==> src/rtl/as_wb_pkg.sv <==
// Shared definitions for the byte-stream to Wishbone burst bridge.
//   cmd_e    : command codes received on the inbound byte stream
//   RSP_*    : response type bytes sent on the outbound byte stream
//   state_e  : bridge controller states
//   is_bus_cmd() : true for the commands that run Wishbone cycles
package as_wb_pkg;

  typedef enum logic [7:0] {
    CMD_NOP         = 8'h00,
    CMD_READ        = 8'h01,
    CMD_WRITE       = 8'h02,
    CMD_BURST_READ  = 8'h03,
    CMD_BURST_WRITE = 8'h04,
    CMD_PING        = 8'h08
  } cmd_e;

  localparam logic [7:0] RSP_ACK      = 8'h01;
  localparam logic [7:0] RSP_PING     = 8'h08;
  localparam logic [7:0] RSP_TIMEOUT  = 8'hFC;
  localparam logic [7:0] RSP_CMDERROR = 8'hFD;
  localparam logic [7:0] RSP_BUSERROR = 8'hFE;

  typedef enum logic [2:0] {
    ST_CMD, ST_ADDR, ST_COUNT, ST_WDATA, ST_BUS, ST_RESP, ST_DRAIN
  } state_e;

  function automatic logic is_bus_cmd(input logic [7:0] code);
    return (code >= CMD_READ) && (code <= CMD_BURST_WRITE);
  endfunction

endpackage

==> src/rtl/as_resp_tx.sv <==
// Response serialiser: loads a type byte plus an optional DATA_BYTES payload
// and streams them out LSB first under as_busy_i flow control.
// Ports:
//   clk, reset (sync, active-high)
//   load, type_byte, payload, with_payload : start a new response
//   as_data_o, as_dstrb_o, as_busy_i       : outbound byte stream
//   done : pulses on the cycle the final byte transfers
module as_resp_tx #(
  parameter int DATA_BYTES = 2
) (
  input  logic                    clk,
  input  logic                    reset,
  input  logic                    load,
  input  logic [7:0]              type_byte,
  input  logic [8*DATA_BYTES-1:0] payload,
  input  logic                    with_payload,
  output logic [7:0]              as_data_o,
  output logic                    as_dstrb_o,
  input  logic                    as_busy_i,
  output logic                    done
);

  logic [8*DATA_BYTES-1:0] pay_q;
  logic [2:0]              left_q;   // payload bytes still to send after the current one
  logic                    fire;

  assign fire = as_dstrb_o && !as_busy_i;
  assign done = fire && (left_q == 3'd0);

  // NOTE: clocked state uses non-blocking assignments so every register
  // samples pre-edge values regardless of block ordering.
  always_ff @(posedge clk) begin
    if (reset) begin
      as_data_o  <= '0;
      as_dstrb_o <= 1'b0;
      pay_q      <= '0;
      left_q     <= '0;
    end else if (load) begin
      as_data_o  <= type_byte;
      as_dstrb_o <= 1'b1;
      pay_q      <= payload;
      left_q     <= with_payload ? 3'(DATA_BYTES) : 3'd0;
    end else if (fire) begin
      if (left_q == 3'd0) begin
        as_dstrb_o <= 1'b0;
      end else begin
        as_data_o <= pay_q[7:0];
        pay_q     <= pay_q >> 8;
        left_q    <= left_q - 3'd1;
      end
    end
  end

endmodule

==> src/rtl/as_wb_bridge_burst.sv <==
// Byte-stream command interface to a Wishbone master with burst support.
// Commands arrive as bytes (cmd, address LSB first, optional count, write
// data LSB first); responses go back as a type byte plus read data.
// Ports:
//   clk, reset (sync, active-high)
//   as_data_i/as_dstrb_i/as_busy_o : inbound byte stream
//   as_data_o/as_dstrb_o/as_busy_i : outbound byte stream
//   wb_*                           : Wishbone master
// Optional feature: define AS_WB_BRIDGE_BURST_TIMEOUT_EN to abort bus
// cycles that see no ack/err within TIMEOUT_CYCLES cycles (response 0xFC).
module as_wb_bridge_burst
  import as_wb_pkg::*;
#(
  parameter int ADDR_BYTES     = 2,
  parameter int DATA_BYTES     = 2,
  parameter int TIMEOUT_CYCLES = 1024
) (
  input  logic                    clk,
  input  logic                    reset,
  input  logic [7:0]              as_data_i,
  input  logic                    as_dstrb_i,
  output logic                    as_busy_o,
  output logic [7:0]              as_data_o,
  output logic                    as_dstrb_o,
  input  logic                    as_busy_i,
  output logic                    wb_cyc_o,
  output logic                    wb_stb_o,
  output logic                    wb_we_o,
  output logic [8*ADDR_BYTES-1:0] wb_adr_o,
  output logic [8*DATA_BYTES-1:0] wb_dat_o,
  input  logic [8*DATA_BYTES-1:0] wb_dat_i,
  input  logic                    wb_ack_i,
  input  logic                    wb_err_i
);

  localparam int AW = 8 * ADDR_BYTES;
  localparam int DW = 8 * DATA_BYTES;

  state_e        state_q, state_d;
  logic [7:0]    cmd_q;
  logic [1:0]    byte_cnt_q;
  logic [8:0]    words_left_q;   // words of the burst not yet completed on the bus
  logic [AW-1:0] adr_q;
  logic [DW-1:0] wdat_q;
  logic          we_q, cyc_q, abort_q;

  logic          in_fire, bus_ack, bus_err, bus_fail, tmo_hit;
  logic          last_adr_byte, last_dat_byte, is_burst;
  logic          tx_load, tx_with_data, tx_done;
  logic [7:0]    tx_type;

  assign as_busy_o     = (state_q == ST_BUS) || (state_q == ST_RESP);
  assign in_fire       = as_dstrb_i && !as_busy_o;
  assign last_adr_byte = (byte_cnt_q == 2'(ADDR_BYTES - 1));
  assign last_dat_byte = (byte_cnt_q == 2'(DATA_BYTES - 1));
  assign is_burst      = (cmd_q == CMD_BURST_READ) || (cmd_q == CMD_BURST_WRITE);
  // err wins over a simultaneous ack
  assign bus_err       = cyc_q && wb_err_i;
  assign bus_ack       = cyc_q && wb_ack_i && !wb_err_i;
  assign bus_fail      = bus_err || tmo_hit;

`ifdef AS_WB_BRIDGE_BURST_TIMEOUT_EN
  localparam int TW = $clog2(TIMEOUT_CYCLES) + 1;
  logic [TW-1:0] tmo_cnt_q;

  always_ff @(posedge clk) begin
    if (reset || !cyc_q) tmo_cnt_q <= '0;
    else                 tmo_cnt_q <= tmo_cnt_q + 1'b1;
  end

  assign tmo_hit = cyc_q && !wb_ack_i && !wb_err_i && (tmo_cnt_q == TW'(TIMEOUT_CYCLES - 1));
`else
  assign tmo_hit = 1'b0;
`endif

  always_ff @(posedge clk) begin
    if (reset) state_q <= ST_CMD;
    else       state_q <= state_d;
  end

  // NOTE: every output of this block gets a default first, so no path can
  // leave one unassigned and infer a latch.
  always_comb begin
    state_d      = state_q;
    tx_load      = 1'b0;
    tx_type      = RSP_ACK;
    tx_with_data = 1'b0;
    case (state_q)
      ST_CMD: if (in_fire) begin
        if (is_bus_cmd(as_data_i)) begin
          state_d = ST_ADDR;
        end else if (as_data_i != CMD_NOP) begin
          state_d = ST_RESP;
          tx_load = 1'b1;
          tx_type = (as_data_i == CMD_PING) ? RSP_PING : RSP_CMDERROR;
        end
      end
      ST_ADDR: if (in_fire && last_adr_byte) begin
        if (is_burst)  state_d = ST_COUNT;
        else if (we_q) state_d = ST_WDATA;
        else           state_d = ST_BUS;
      end
      ST_COUNT: if (in_fire) state_d = we_q ? ST_WDATA : ST_BUS;
      ST_WDATA: if (in_fire && last_dat_byte) state_d = ST_BUS;
      ST_BUS: begin
        if (bus_fail) begin
          state_d = ST_RESP;
          tx_load = 1'b1;
          tx_type = bus_err ? RSP_BUSERROR : RSP_TIMEOUT;
        end else if (bus_ack) begin
          if (!we_q) begin
            state_d      = ST_RESP;
            tx_load      = 1'b1;
            tx_with_data = 1'b1;
          end else if (words_left_q == 9'd1) begin
            state_d = ST_RESP;
            tx_load = 1'b1;
          end else begin
            // intermediate burst-write words are not acknowledged individually
            state_d = ST_WDATA;
          end
        end
      end
      ST_RESP: if (tx_done) begin
        if (abort_q)                    state_d = (we_q && words_left_q != 9'd0) ? ST_DRAIN : ST_CMD;
        else if (words_left_q != 9'd0)  state_d = we_q ? ST_WDATA : ST_BUS;
        else                            state_d = ST_CMD;
      end
      ST_DRAIN: if (in_fire && last_dat_byte && words_left_q == 9'd1) state_d = ST_CMD;
      default: state_d = ST_CMD;
    endcase
  end

  always_ff @(posedge clk) begin
    if (reset) begin
      cmd_q        <= '0;
      byte_cnt_q   <= '0;
      words_left_q <= '0;
      adr_q        <= '0;
      wdat_q       <= '0;
      we_q         <= 1'b0;
      cyc_q        <= 1'b0;
      abort_q      <= 1'b0;
    end else begin
      cyc_q <= 1'b0;
      case (state_q)
        ST_CMD: begin
          byte_cnt_q <= '0;
          abort_q    <= 1'b0;
          if (in_fire && is_bus_cmd(as_data_i)) begin
            cmd_q        <= as_data_i;
            we_q         <= (as_data_i == CMD_WRITE) || (as_data_i == CMD_BURST_WRITE);
            words_left_q <= 9'd1;
          end
        end
        ST_ADDR: if (in_fire) begin
          adr_q[8*byte_cnt_q +: 8] <= as_data_i;
          byte_cnt_q <= last_adr_byte ? 2'd0 : byte_cnt_q + 2'd1;
        end
        ST_COUNT: if (in_fire) begin
          words_left_q <= (as_data_i == 8'd0) ? 9'd256 : {1'b0, as_data_i};
        end
        ST_WDATA: if (in_fire) begin
          wdat_q[8*byte_cnt_q +: 8] <= as_data_i;
          byte_cnt_q <= last_dat_byte ? 2'd0 : byte_cnt_q + 2'd1;
        end
        ST_BUS: begin
          // raise cyc/stb one cycle after entry; drop it the cycle after ack/err
          cyc_q <= !(bus_ack || bus_fail);
          if (bus_ack) begin
            adr_q        <= adr_q + 1'b1;
            words_left_q <= words_left_q - 9'd1;
          end
          if (bus_fail) begin
            words_left_q <= words_left_q - 9'd1;
            abort_q      <= 1'b1;
          end
        end
        ST_DRAIN: if (in_fire) begin
          byte_cnt_q <= last_dat_byte ? 2'd0 : byte_cnt_q + 2'd1;
          if (last_dat_byte) words_left_q <= words_left_q - 9'd1;
        end
        default: ;
      endcase
    end
  end

  assign wb_cyc_o = cyc_q;
  assign wb_stb_o = cyc_q;
  assign wb_we_o  = we_q;
  assign wb_adr_o = adr_q;
  assign wb_dat_o = wdat_q;

  as_resp_tx #(.DATA_BYTES(DATA_BYTES)) u_resp_tx (
    .clk          (clk),
    .reset        (reset),
    .load         (tx_load),
    .type_byte    (tx_type),
    .payload      (wb_dat_i),
    .with_payload (tx_with_data),
    .as_data_o    (as_data_o),
    .as_dstrb_o   (as_dstrb_o),
    .as_busy_i    (as_busy_i),
    .done         (tx_done)
  );

endmodule

==> config.mk <==
export PLATFORM = sky130hd
export DESIGN_NAME = as_wb_bridge_burst
export DESIGN_NICKNAME = d
export VERILOG_FILES = /design/src/rtl/as_wb_pkg.sv /design/src/rtl/as_resp_tx.sv /design/src/rtl/as_wb_bridge_burst.sv
export SDC_FILE = /design/constraint.sdc
export NUM_CORES = 1
export LEC_CHECK = 0
export ABC_AREA = 1
export CORE_ASPECT_RATIO = 0.5
export CORE_MARGIN = 2
export CORE_UTILIZATION = 40
export DETAILED_ROUTE_END_ITERATION = 7
export GPL_TIMING_DRIVEN = 0
export SLEW_MARGIN = 15
export SYNTH_ARGS = -nofsm -noshare
export SYNTH_HDL_FRONTEND = slang
export SYNTH_SLANG_ARGS = --single-unit
==> constraint.sdc <==
create_clock -name clk -period 1.8 [get_ports clk]
set_input_delay 0.36 -clock clk [delete_from_list [all_inputs] [get_ports clk]]
set_output_delay 0.36 -clock clk [all_outputs]
set_load 0.03 [all_outputs]
==> impl_metrics.ini, run 1 <==
[synth]
synth.net_count = 771
synth.most_common_cell = nand2_1
synth_async_sr_flop_share_pct = 0
synth_compound_area_share_pct = 18.0
ys_warn_count = 0
synth_seq_cells = 85
synth-xor-area-share_pct = 1.43
yosysTopAreaCellShare_pct = 34.8
synth_common_cells = 142 x nand2_1, 102 x nor2_1, 85 x dfxtp_1
netlist.top_cell.by_area = dfxtp_1
yosys_most_used_dff = dfxtp_1
synth_edf_count = 0
syn_inst = 731
synth-simple-area-share_pct = 33.0
avgSynthCellArea_um2 = 6.69
synthMuxAreaShare_pct = 0
synth_top_family_by_area = simple AND/OR/NAND/NOR gates
synth_fa_ha_area_share_pct = 2.56
synth.area.top_cells = dfxtp_1 35%, nand2_1 11%, nor2_1 7.8%, a21oi_1 7.6%, o21ai_0 6.9%
synth-seq-area-share_pct = 34.8
synth_area_mm2 = 0.00489
synth_cell_type_count = 42

[floorplan]
core.rowCount = 28
initial_core_util_pct = 41.2
core_mm2 = 0.0119
die_height_um = 82.2
die-width_um = 160
die_area_mm2 = 0.0132
io_pins = 75

[worst_setup_path]
worstPathCellList = clkdlybuf4s50_1
crit_family = buffers and inverters
start_kind = flip-flop
cp.arrival_ps = 1400
slowest_stage = clkdlybuf4s50_1
cp_max_fo = 2
cp_num_buf_inv = 1
cpPeakStageDelay_ps = 690
crit_required_ps = 1440
worstSetupEndpointType = output pin
critical_path_class = reg2out

[place]
gp_congestion = 0.873
placedCellCount = 970
portBuffers = 74
dpl_cell_area_mm2 = 0.00583
hpwl_um = 10900

[clocking]
path_clk_slew_ps = 70
clockBufferDepth = 2
numCtsBuffers = 9
htree_levels = 3
cts_tree = done
clkSinkCount = 85
root_buffer = clkbuf_16
clkLatencyLatePin_ps = 350
cts_hold_buf = 0

[grt]
antenna_found_initial = 1
grt.overflow.total = 0
grt_pass1_vias = 4695
grt_max_degree = 16
grt_pass1_wl_um = 23400
grt_use_total_pct = 22.6

[routing]
wl_per_cell_um = 14.5
drt-met1-wl_um = 7270
via_count = 5063
drt_iter0_markers = 313
dr.pass1.iters = 5
routed_wl_um = 14500
postRouteAntennaNets = 0
avgViaCountPerCell = 5.05
highest_layer = met4
dr_wl_met2_um = 6200
wl_met3_um = 871
drc_errors = 0

[cells_and_area]
area_growth_syn_to_layout_pct = 31.1
layout-drive-gt1-share_pct = 14.1
stdcell_area_mm2 = 0.00641
final_nets = 871
finalNonFillerCells = 1002

[power_and_ir_drop]
p_per_area_mw_per_mm2 = 1500
p_total_mw = 9.63
ir_worst_vdd_uv = 568
p_leak_nw = 2.85

[sta]
hold_viol = 0
holdWs_ps = 386
setup_viol = 0
setup_tns_ps = 0
fin_skew_ps = 9.59
slew_headroom_pct = 53.1
period_share_pct = 97.8
fin_crit_ps = 1760
slew_viol_final = 0
fmax_mhz = 568
tightest_slew_ps = 704
rsz0062_at_grt = true

[outcome]
outcome = completed

[job]
max_cap_viol_count = 0

[worst_hold_path]
holdCritPathClass = in2reg
## logic make-up (layout without fill, tap and decap cells)
logic type	count (synthesis)	count (layout)
and+or+nand+nor	351	351
AOI/OAI and AO/OA	164	164
buffers and inverters	113	218
DFF	85	85
adders and majority gates	10	10
xor gates and xnor gates	8	8
other	0	1
## sequential cells by signal (all words and copies together) (netlist names)
register              cells
wb_adr_o                 16
wb_dat_o                 16
abort_q                   1
state_q                   3
u_resp_tx.pay_q          16
cmd_q                     8
byte_cnt_q                2
u_resp_tx.left_q          3
words_left_q              9
wb_cyc_o                  1
wb_we_o                   1
u_resp_tx.as_dstrb_o      1
u_resp_tx.as_data_o       8
## cells in the final DEF, fill, tap and decap left out, drive strengths merged, types with 7 or more instances in the layout
master,instances
nand3,54
ha,10
xor2,7
inv,85
clkbuf,17
clkdlybuf4s50,50
dfxtp,85
nor3,15
dlymetal6s2s,9
o21ai,73
a21oi,78
dlygate4sd2,14
nand4,19
nor2,108
buf,35
nand2,150
## metrics by stage
step           setup slack [ps]  utilization (%)
2_1_floorplan              59.7                -
3_3_place_gp               -481             49.1
3_5_place_dp               -515             49.1
4_1_cts                    2.21             52.1
5_1_grt                   -21.7             54.0
6_report                   38.7             54.0
## final cells by class
type                       count  area (um^2)
tap                          165          206
timing repair buffer          89          853
clock buffer                   9          225
antenna                        1         2.50
sequential                    85         1710
inverter                      86          332
clock inverter                 7         75.1
buffer                        27          186
multi-input combinational    533         2820
fill                        1212         5470
## metal layers
metal / up-vias / global-route usage [%]
met1: 2299 / 30.7
met4: 0 / 5.59
met2: 146 / 36.6
li1: 2598 / -
met3: 20 / 5.74
met5: - / 0
## worst register-to-register path, stage by stage (launching register included)
cell and delay, ps:
dfxtp_1 350, inv_1 120, ha_1 370, nand2_1 290
nor2_1 130, a21oi_1 230, a21oi_1 100
## final timing paths
kind	from	end	slack [ps]	depth (start not counted)
setup / recovery	u_resp_tx.as_data_o[3]$_SDFFE_PP0P_	as_data_o[3]	40	1
hold / removal	as_data_i[7]	wb_dat_o[15]$_SDFFE_PP0P_	390	3
hold reg to reg	cmd_q[7]$_SDFFE_PP0P_	cmd_q[7]$_SDFFE_PP0P_	450	2
setup reg to reg	byte_cnt_q[0]$_SDFFE_PP0P_	wb_adr_o[9]$_SDFFE_PP0P_	100	6
## report_power, final
part           internal, mW  switching (mW)  total (mW)
clock network          1.08           0.835        1.92
registers              2.30           0.370        2.67
logic                  1.80            3.24        5.04
total                  5.19            4.44        9.63
## what timing repair did
item | in CTS | in global routing
endpoints found under the setup margin | 62 | 71
gates resized for setup | 34 | 47
pin swaps | 3 | 6
buffers inserted | 3 | 12
Note: power is estimated with default switching activity, not from simulation.
==> run 2: changes to the inputs <==
--- a/config.mk
+++ b/config.mk
@@ -8,9 +8,10 @@
 export ABC_AREA = 1
 export CORE_ASPECT_RATIO = 0.5
 export CORE_MARGIN = 2
-export CORE_UTILIZATION = 40
+export CORE_UTILIZATION = 45
 export DETAILED_ROUTE_END_ITERATION = 7
 export GPL_TIMING_DRIVEN = 0
+export PLACE_DENSITY_LB_ADDON = 0.1
 export SLEW_MARGIN = 15
 export SYNTH_ARGS = -nofsm -noshare
 export SYNTH_HDL_FRONTEND = slang
==> run 2 against run 1 <==
- fmax increased by 0.48%
- first-iteration DRC count is 25% higher
- global-route usage up 2.8 points
- clock skew increased by 2.0 ps
- wire length increased by 0.12%
- largest cell class unchanged
- critical path type is now reg2reg
==> impl_metrics.ini, run 2 (synthesis gave the netlist of run 1 again) <==
[outcome]
outcome = completed

[sta]
holdWs_ps = 390
fin_crit_ps = 1750
setup_tns_ps = 0
rsz0062_at_grt = true
tightest_slew_ps = 680
fmax_mhz = 571
setup_viol = 0
fin_skew_ps = 11.6
hold_viol = 0
setup_ws_ps = 47.2
slew_viol_final = 0
slew_headroom_pct = 54.7
period_share_pct = 97.4

[routing]
dr.pass1.iters = 7
wl_per_cell_um = 14.9
avgViaCountPerCell = 5.31
postRouteAntennaNets = 0
via_count = 5188
routed_wl_um = 14500
drc_errors = 0
drt-met1-wl_um = 7030
drt_iter0_markers = 392
highest_layer = met4
wl_met3_um = 1070
dr_wl_met2_um = 6290

[worst_setup_path]
cp_max_fo = 6
start_kind = flip-flop
crit_required_ps = 2050
timing.rr.start = state_q[1]$_SDFFE_PP0P_
critical_path_class = reg2reg
worstSetupEndpointType = flip-flop
cp.arrival_ps = 2000
rr_worst_depth = 10
critPathLaunch = state_q[1]$_SDFFE_PP0P_

[cells_and_area]
nFillCells = 994
finalNonFillerCells = 977
layout_common_cells = 139 x nand2_1, 90 x nor2_1, 82 x dfxtp_1
utilization_pct = 61.5
stdcell_area_mm2 = 0.00638
diodes = 0
layout-drive-gt1-share_pct = 13.6
layout_commonest_cell = nand2_1
area_growth_syn_to_layout_pct = 30.6
final_nets = 872

[clocking]
cts_tree = done
root_buffer = clkbuf_16
clockBufferDepth = 2
cts_hold_buf = 0
clkSinkCount = 85
htree_levels = 3
numCtsBuffers = 9
path_clk_slew_ps = 70
clkLatencyLatePin_ps = 360

[power_and_ir_drop]
p_per_area_mw_per_mm2 = 1510
p_leak_nw = 2.84
p_total_mw = 9.66
ir_worst_vdd_uv = 656

[place]
dpl_cell_area_mm2 = 0.00580
hpwl_um = 10600
gp_congestion = 0.943
post-place-ws_ps = -485
portBuffers = 74
placedCellCount = 945

[floorplan]
core.rowCount = 26
die-width_um = 151
die_area_mm2 = 0.0118
core_mm2 = 0.0104
io_pins = 75
initial_core_util_pct = 47.1
die_height_um = 77.7

[grt]
grt_pass1_vias = 4832
grt.overflow.total = 0
grt_pass1_wl_um = 23500
antenna_found_initial = 0
grt_max_degree = 16
grt_use_total_pct = 25.4

[worst_hold_path]
holdCritPathClass = in2reg
hp-start = as_data_i[5]
whs_path_depth = 3

[job]
max_cap_viol_count = 0
-- run 2: final timing paths --
kind / endpoint / slack (ps)
hold / removal: wb_dat_o[13]$_SDFFE_PP0P_ / 390
setup / recovery: wb_adr_o[7]$_SDFFE_PP0P_ / 50
setup reg to reg: wb_adr_o[7]$_SDFFE_PP0P_ / 50
hold reg to reg: cmd_q[7]$_SDFFE_PP0P_ / 450
-- run 2: critical path, cell delays in order, from the launching register on --
cell and delay, ps:
dfxtp_1 320, buf_6 130, clkinvlp_4 160, nand2_4 130
nor2_8 50, nand2_1 110, nand3_4 100, a21oi_2 290
inv_1 140, nor2_1 140, a21oi_1 80
-- run 2: routing by layer --
metal / track usage, % / up-vias
li1: - / 2597
met1: 36.0 / 2369
met2: 38.4 / 201
met3: 6.41 / 21
met4: 6.64 / 0
met5: 0 / -
-- run 2: final cells by class --
cell class | count | area (um^2) | share of cell area, %
buffer | 27 | 186 | 2.92
clock buffer | 9 | 225 | 3.53
clock inverter | 7 | 97.6 | 1.53
inverter | 86 | 335 | 5.25
multi-input combinational | 533 | 2800 | 43.9
sequential | 85 | 1710 | 26.8
tap | 140 | 175 | 2.74
timing repair buffer | 90 | 852 | 13.4
-- run 2: timing repair --
item	in CTS	in global routing
pin swaps	2	11
buffers inserted	3	13
gates resized for setup	34	48
setup endpoints to repair	62	64
-- run 2: power breakdown --
group          leakage [nW]  switching, mW  total, mW  internal [mW]
logic                  2.00           3.20       4.93           1.73
clock network         0.152          0.841       2.06           1.22
registers             0.695          0.365       2.67           2.30
total                  2.84           4.40       9.66           5.26
